File: src/rtl/puf_pkg.sv
// Shared types and constants for the PUF challenge sequencer and its response FIFO.
package puf_pkg;

  localparam int CHAL_W   = 8;
  localparam int RESP_W   = 8;
  localparam int RO_COUNT = 32;

  localparam int DEF_FIFO_DEPTH     = 4;
  localparam int DEF_ACK_CYCLES     = 2;
  localparam int DEF_TIMEOUT_CYCLES = 1048576;

  typedef enum logic [2:0] {
    IDLE,
    ACK,
    RUN,
    CAPTURE,
    ERR
  } seq_state_t;

endpackage

File: src/rtl/resp_fifo.sv
// Show-ahead synchronous FIFO holding captured PUF responses until the host link drains them.
module resp_fifo #(
  parameter int DEPTH = 4,
  parameter int WIDTH = 8
) (
  input  logic                       clock_i,
  input  logic                       reset_i,
  input  logic                       push_i,
  input  logic [WIDTH-1:0]           wr_data_i,
  input  logic                       pop_i,
  output logic [WIDTH-1:0]           rd_data_o,
  output logic                       full_o,
  output logic                       empty_o,
  output logic [$clog2(DEPTH):0]     count_o
);

  localparam int PTR_W = $clog2(DEPTH);
  localparam int CNT_W = PTR_W + 1;

  logic [WIDTH-1:0] mem_q [DEPTH];
  logic [PTR_W-1:0] wr_ptr_q, wr_ptr_d;
  logic [PTR_W-1:0] rd_ptr_q, rd_ptr_d;
  logic [CNT_W-1:0] count_q, count_d;
  logic             do_push;
  logic             do_pop;

  assign full_o    = (count_q == CNT_W'(DEPTH));
  assign empty_o   = (count_q == '0);
  assign count_o   = count_q;
  assign rd_data_o = mem_q[rd_ptr_q];

  // A full FIFO may still accept a push when the head leaves in the same cycle.
  assign do_pop  = pop_i && !empty_o;
  assign do_push = push_i && (!full_o || do_pop);

  always_comb begin
    wr_ptr_d = wr_ptr_q;
    rd_ptr_d = rd_ptr_q;
    count_d  = count_q;
    if (do_push) begin
      wr_ptr_d = wr_ptr_q + PTR_W'(1);
    end
    if (do_pop) begin
      rd_ptr_d = rd_ptr_q + PTR_W'(1);
    end
    unique case ({do_push, do_pop})
      2'b10:   count_d = count_q + CNT_W'(1);
      2'b01:   count_d = count_q - CNT_W'(1);
      default: count_d = count_q;
    endcase
  end

  always_ff @(posedge clock_i) begin
    if (reset_i) begin
      wr_ptr_q <= '0;
      rd_ptr_q <= '0;
      count_q  <= '0;
    end else begin
      wr_ptr_q <= wr_ptr_d;
      rd_ptr_q <= rd_ptr_d;
      count_q  <= count_d;
    end
  end

  always_ff @(posedge clock_i) begin
    if (do_push) begin
      mem_q[wr_ptr_q] <= wr_data_i;
    end
  end

endmodule

File: src/rtl/puf_challenge_sequencer.sv
// Steps puf_serial through a run of consecutive challenges and queues each response for the host link.
module puf_challenge_sequencer
  import puf_pkg::*;
#(
  parameter int FIFO_DEPTH     = DEF_FIFO_DEPTH,
  parameter int ACK_CYCLES     = DEF_ACK_CYCLES,
  parameter int TIMEOUT_CYCLES = DEF_TIMEOUT_CYCLES
) (
  input  logic                clock,
  input  logic                reset,
  input  logic                start,
  input  logic [CHAL_W-1:0]   base_challenge,
  input  logic [7:0]          num_challenges,
  input  logic [RO_COUNT-1:0] enable_mask,
  output logic [CHAL_W-1:0]   puf_challenge,
  output logic [RO_COUNT-1:0] puf_enable,
  output logic                puf_reset,
  input  logic [RESP_W-1:0]   puf_response,
  input  logic                puf_done,
  output logic [RESP_W-1:0]   resp_data,
  output logic                resp_valid,
  input  logic                resp_ready,
  output logic                busy,
  output logic                seq_done,
  output logic                timeout_err
);

  localparam int ACK_W = $clog2(ACK_CYCLES + 1);
  localparam int TMR_W = $clog2(TIMEOUT_CYCLES);
  localparam logic [ACK_W-1:0] ACK_LAST  = ACK_W'(ACK_CYCLES - 1);
  localparam logic [TMR_W-1:0] TMR_LIMIT = TMR_W'(TIMEOUT_CYCLES - 1);

  seq_state_t          state_q, state_d;
  logic [CHAL_W-1:0]   cur_chal_q, cur_chal_d;
  logic [7:0]          remaining_q, remaining_d;
  logic [RO_COUNT-1:0] mask_q, mask_d;
  logic [ACK_W-1:0]    ack_cnt_q, ack_cnt_d;
  logic [TMR_W-1:0]    tmr_q, tmr_d;
  logic                seq_done_q, seq_done_d;
  logic                timeout_err_q, timeout_err_d;

  logic                   fifo_push;
  logic                   fifo_full;
  logic                   fifo_empty;
  logic                   fifo_space;
  logic [RESP_W-1:0]      fifo_rd_data;
  logic [$clog2(FIFO_DEPTH):0] fifo_count;
  logic                   unused_fifo_count;

  resp_fifo #(
    .DEPTH (FIFO_DEPTH),
    .WIDTH (RESP_W)
  ) u_resp_fifo (
    .clock_i   (clock),
    .reset_i   (reset),
    .push_i    (fifo_push),
    .wr_data_i (puf_response),
    .pop_i     (resp_ready),
    .rd_data_o (fifo_rd_data),
    .full_o    (fifo_full),
    .empty_o   (fifo_empty),
    .count_o   (fifo_count)
  );

  assign unused_fifo_count = ^fifo_count;
  assign fifo_space = !fifo_full || resp_ready;

  assign resp_data   = fifo_rd_data;
  assign resp_valid  = !fifo_empty;
  assign busy        = (state_q != IDLE);
  assign seq_done    = seq_done_q;
  assign timeout_err = timeout_err_q;

  // The PUF is held in reset whenever it is not actively evaluating, including the reset cycle itself.
  assign puf_reset     = reset || (state_q == IDLE) || (state_q == ACK) || (state_q == ERR);
  assign puf_enable    = ((state_q == RUN) || (state_q == CAPTURE)) ? mask_q : '0;
  assign puf_challenge = cur_chal_q;

  assign ack_cnt_d = (state_q == ACK) ? ack_cnt_q + ACK_W'(1) : '0;
  assign tmr_d     = (state_q == RUN) ? tmr_q + TMR_W'(1) : '0;

  always_comb begin
    state_d       = state_q;
    cur_chal_d    = cur_chal_q;
    remaining_d   = remaining_q;
    mask_d        = mask_q;
    seq_done_d    = 1'b0;
    timeout_err_d = timeout_err_q;
    fifo_push     = 1'b0;

    unique case (state_q)
      IDLE: begin
        if (start) begin
          mask_d        = enable_mask;
          timeout_err_d = 1'b0;
          if (num_challenges == 8'd0) begin
            seq_done_d = 1'b1;
          end else begin
            cur_chal_d  = base_challenge;
            remaining_d = num_challenges;
            state_d     = ACK;
          end
        end
      end
      ACK: begin
        if (ack_cnt_q == ACK_LAST) begin
          state_d = RUN;
        end
      end
      RUN: begin
        if (puf_done) begin
          state_d = CAPTURE;
        end else if (tmr_q == TMR_LIMIT) begin
          timeout_err_d = 1'b1;
          state_d       = ERR;
        end
      end
      // With no room the response stays held because the PUF is kept out of reset.
      CAPTURE: begin
        if (fifo_space) begin
          fifo_push = 1'b1;
          if (remaining_q == 8'd1) begin
            seq_done_d = 1'b1;
            state_d    = IDLE;
          end else begin
            remaining_d = remaining_q - 8'd1;
            cur_chal_d  = cur_chal_q + CHAL_W'(1);
            state_d     = ACK;
          end
        end
      end
      ERR: begin
        state_d = IDLE;
      end
      default: begin
        state_d = IDLE;
      end
    endcase
  end

  always_ff @(posedge clock) begin
    if (reset) begin
      state_q       <= IDLE;
      cur_chal_q    <= '0;
      remaining_q   <= '0;
      mask_q        <= '0;
      ack_cnt_q     <= '0;
      tmr_q         <= '0;
      seq_done_q    <= 1'b0;
      timeout_err_q <= 1'b0;
    end else begin
      state_q       <= state_d;
      cur_chal_q    <= cur_chal_d;
      remaining_q   <= remaining_d;
      mask_q        <= mask_d;
      ack_cnt_q     <= ack_cnt_d;
      tmr_q         <= tmr_d;
      seq_done_q    <= seq_done_d;
      timeout_err_q <= timeout_err_d;
    end
  end

endmodule

File: config.mk
export PLATFORM = sky130hd
export DESIGN_NAME = puf_challenge_sequencer
export DESIGN_NICKNAME = d
export VERILOG_FILES = /design/src/rtl/puf_pkg.sv /design/src/rtl/resp_fifo.sv /design/src/rtl/puf_challenge_sequencer.sv
export SDC_FILE = /design/constraint.sdc
export NUM_CORES = 1
export LEC_CHECK = 0
export BUFFER_PORTS_ARGS = -buffer_cell sky130_fd_sc_hd__clkbuf_2
export CAP_MARGIN = 15
export CORE_ASPECT_RATIO = 2
export CORE_MARGIN = 1
export CORE_UTILIZATION = 45
export CTS_CLUSTER_SIZE = 10
export DETAILED_ROUTE_END_ITERATION = 8
export PLACE_DENSITY = 0.68
export SKIP_CTS_REPAIR_TIMING = 1
export SKIP_LAST_GASP = 1
export SYNTH_ARGS = -nofsm -noshare
export SYNTH_HDL_FRONTEND = slang
export SYNTH_SLANG_ARGS = --single-unit
File: constraint.sdc
create_clock -name clock -period 5.5 [get_ports clock]
set_clock_uncertainty 0.2 [all_clocks]
set_input_delay 1.1 -clock clock [delete_from_list [all_inputs] [get_ports clock]]
set_output_delay 1.1 -clock clock [all_outputs]
set_load 0.02 [all_outputs]
==> impl_metrics.env <==
export IMPL_crit_end="puf_reset"
export IMPL_viasPerCell=5.27
export IMPL_post_route_util_pct=57.1
export IMPL_yosys_mux_area_fraction_pct=3.65
export IMPL_synth_adder_area_share_pct=2.78
export IMPL_period_needed_ns=3.75
export IMPL_fmax_mhz=266
export IMPL_io_pins=114
export IMPL_total_power_mw=2.25
export IMPL_synth_xor_area_share_pct=3.86
export IMPL_stdcell_area_um2=6440
export IMPL_nFillCells=1030
export IMPL_grt_max_degree=60
export IMPL_hold_viol=0
export IMPL_p_leak_nw=2.53
export IMPL_dominantRegCellSynth="dfxtp_1"
export IMPL_avgSynthCellArea_um2=9.57
export IMPL_first_global_vias=4322
export IMPL_reg2reg_depth=9
export IMPL_dr_first_iter_drc_count=210
export IMPL_routedWlPerCell_um=14.4
export IMPL_max_vdd_ir_drop_v=0.000261
export IMPL_hold_start="ack_cnt_q[0]$_SDFF_PP0_"
export IMPL_antenna_found_initial=0
export IMPL_n_antenna_cell=0
export IMPL_grtUsageTotal_pct=20.6
export IMPL_dieArea_um2=12100
export IMPL_report_final_slew_viol_count=0
export IMPL_netlist_instances=545
export IMPL_worstPathMaxFanout=59
export IMPL_first_pass_iters=4
export IMPL_min_period_over_period_pct=68.2
export IMPL_synth_async_sr_flop_share_pct=0
export IMPL_worstReg2RegEnd="u_resp_fifo.count_o[2]$_SDFFE_PP0P_"
export IMPL_pre_cts_ws_ns=1.72
export IMPL_pwr_density_cell_nw_per_um2=349
export IMPL_worstPathArrival_ns=2.45
export IMPL_drive_above_1_share_pct=26.4
export IMPL_slowest_delay_ns=0.54
export IMPL_die_x_um=78.1
export IMPL_cp_required_ns=4.20
export IMPL_ys_warnings_count=0
export IMPL_final_nets=722
export IMPL_core_area_um2=11300
export IMPL_maxCapViolCount=0
export IMPL_ctsHtreeMaxLevel=4
export IMPL_setup_viol=0
export IMPL_cts_sinks=116
export IMPL_fin_cells=805
export IMPL_numCtsBuffers=17
export IMPL_fin_hold_ws_ns=0.224
export IMPL_synth_simple_area_share_pct=22.6
export IMPL_synth_fp_nets=617
export IMPL_ys_types=53
export IMPL_numPortBuffers=113
export IMPL_synth_top_cell_by_area="dfxtp_1"
export IMPL_place_area_um2=5860
export IMPL_syn_area_um2=5220
export IMPL_clock_latency_ns=0.41
export IMPL_startpoint_type="primary input"
export IMPL_die_h_um=154
export IMPL_drc=0
export IMPL_worstSetupPathType="primary input to output port"
export IMPL_initial_core_util_pct=46.2
export IMPL_grt_pass1_wl_um=19400
export IMPL_startpoint="reset"
export IMPL_synthTopCellsByArea="dfxtp_1, edfxtp_1, nand2_1"
export IMPL_vias=4240
export IMPL_hpwlAfterDp_um=8300
export IMPL_grt_overflow=0
export IMPL_syn2layout_area_growth_pct=23.5
export IMPL_path_clk_slew_ns=0.05
export IMPL_synth_compound_area_share_pct=12.9
export IMPL_synth_top_family_by_area="simple AND/OR/NAND/NOR gates"
export IMPL_path_common_cell="clkbuf_2"
export IMPL_synth_commonest_cells="nand2_1, dfxtp_1, a21oi_1"
export IMPL_synth_seq_cells=116
export IMPL_path_cells="clkbuf_2, buf_4, inv_1, nand2_1, clkbuf_2"
export IMPL_dp_cells=773
export IMPL_grt_setup_unrepaired="false"
export IMPL_clock_path_buffers=2
export IMPL_gp_congestion=0.810
export IMPL_r2r_slack_ns=2.40
export IMPL_fin_setup_tns_ns=0
export IMPL_drt_wl_total_um=11600
export IMPL_regToRegStartpoint="state_q[1]$_SDFFE_PP0P_"
export IMPL_cp_slowest_cell="buf_4"
export IMPL_num_rows=55
export IMPL_cts_tree="yes"
export IMPL_yosysMostFrequentCell="nand2_1"
export IMPL_worst_pin_slew_ns=1.11
export IMPL_status="completed"
export IMPL_endpoint_kind="output port"
export IMPL_cts_root_buf="clkbuf_16"
export IMPL_synth_edf_count=32
export IMPL_synth_top_cell_area_share_pct=32.2
export IMPL_hold_class="flop to flop"
export IMPL_ys_seq_area_share_pct=50.6
export IMPL_postRouteAntennaNets=0
export IMPL_relSlewSlack_pct=26.0
export IMPL_finalWorstSetupSlack_ns=1.75
## worst min-delay path by stage
stage,cells after the start,end
2_1_floorplan,1,ack_cnt_q[0]$_SDFF_PP0_
3_3_place_gp,1,ack_cnt_q[0]$_SDFF_PP0_
3_5_place_dp,1,ack_cnt_q[0]$_SDFF_PP0_
4_1_cts,1,ack_cnt_q[0]$_SDFF_PP0_
5_1_grt,1,ack_cnt_q[0]$_SDFF_PP0_
6_report,1,ack_cnt_q[0]$_SDFF_PP0_
## metal layers
layer | wire [µm] | vias to the layer above | part of all wire (%) | track usage (%)
met2 | 6240 | 113 | 54 | 37.6
li1 | - | 2103 | - | -
met1 | 4380 | 1985 | 38 | 20.6
met5 | 0 | - | 0 | 0
met3 | 510 | 39 | 4.4 | 5.37
met4 | 451 | 0 | 3.9 | 11.6
## critical path, delay by kind of cell
| family | cells | cell delay [ns] |
|---|---|---|
| buf+inv | 4 | 1.19 |
| simple gates | 1 | 0.14 |
## cell families after synthesis
group | count (synthesis)
AO/OA/AOI/OAI | 100
XOR/XNOR | 23
adder cells (fa/ha/maj) | 11
buffers and inverters | 46
flip-flops | 116
multiplexers | 9
AND/OR/NAND/NOR | 240
## power breakdown
group | switching, mW | internal [mW]
clock | 0.398 | 0.668
combinational | 0.141 | 0.0896
sequential | 0.0354 | 0.917
total | 0.574 | 1.67
## cell usage in the layout (no fill, tap or decap), types with 3 or more instances in the layout
cell type and n:
clkbuf_2 113, nand2_1 97, dfxtp_1 84, a21oi_1 49, nor2_1 43, and2_1 38, edfxtp_1 32, o21ai_0 18
clkbuf_16 17, inv_1 16, nand3_1 15, xor2_1 12, xnor2_1 11, ha_1 10, or3_1 9, nor3_1 9
mux4_2 8, a211oi_2 6, nand4_1 5, and3_1 5, clkinv_4 5, a31o_2 4, a211oi_1 4, nand3b_1 3
and4_1 3, a32o_1 3, clkinvlp_4 3, buf_4 3
## flip-flops by register name, indices dropped and copies added (netlist names), named ones only
name,flops
tmr_q,20
puf_challenge,8
state_q,3
u_resp_fifo.mem_q,32
u_resp_fifo.count_o,3
ack_cnt_q,2
timeout_err,1
remaining_q,8
mask_q,32
u_resp_fifo.rd_ptr_q,2
seq_done,1
u_resp_fifo.wr_ptr_q,2
## layout make-up
class                   count  area (µm²)  share of cell area (%)
flip-flops and latches    116        2640                    41.0
multi-input cells         383        2390                    37.1
repair buffers            116         588                    9.13
clock buffers              17         425                    6.60
well taps                 142         178                    2.76
clock inverters            15         158                    2.45
inverters                  16        60.1                   0.932
(Power assumes the default switching activity.)
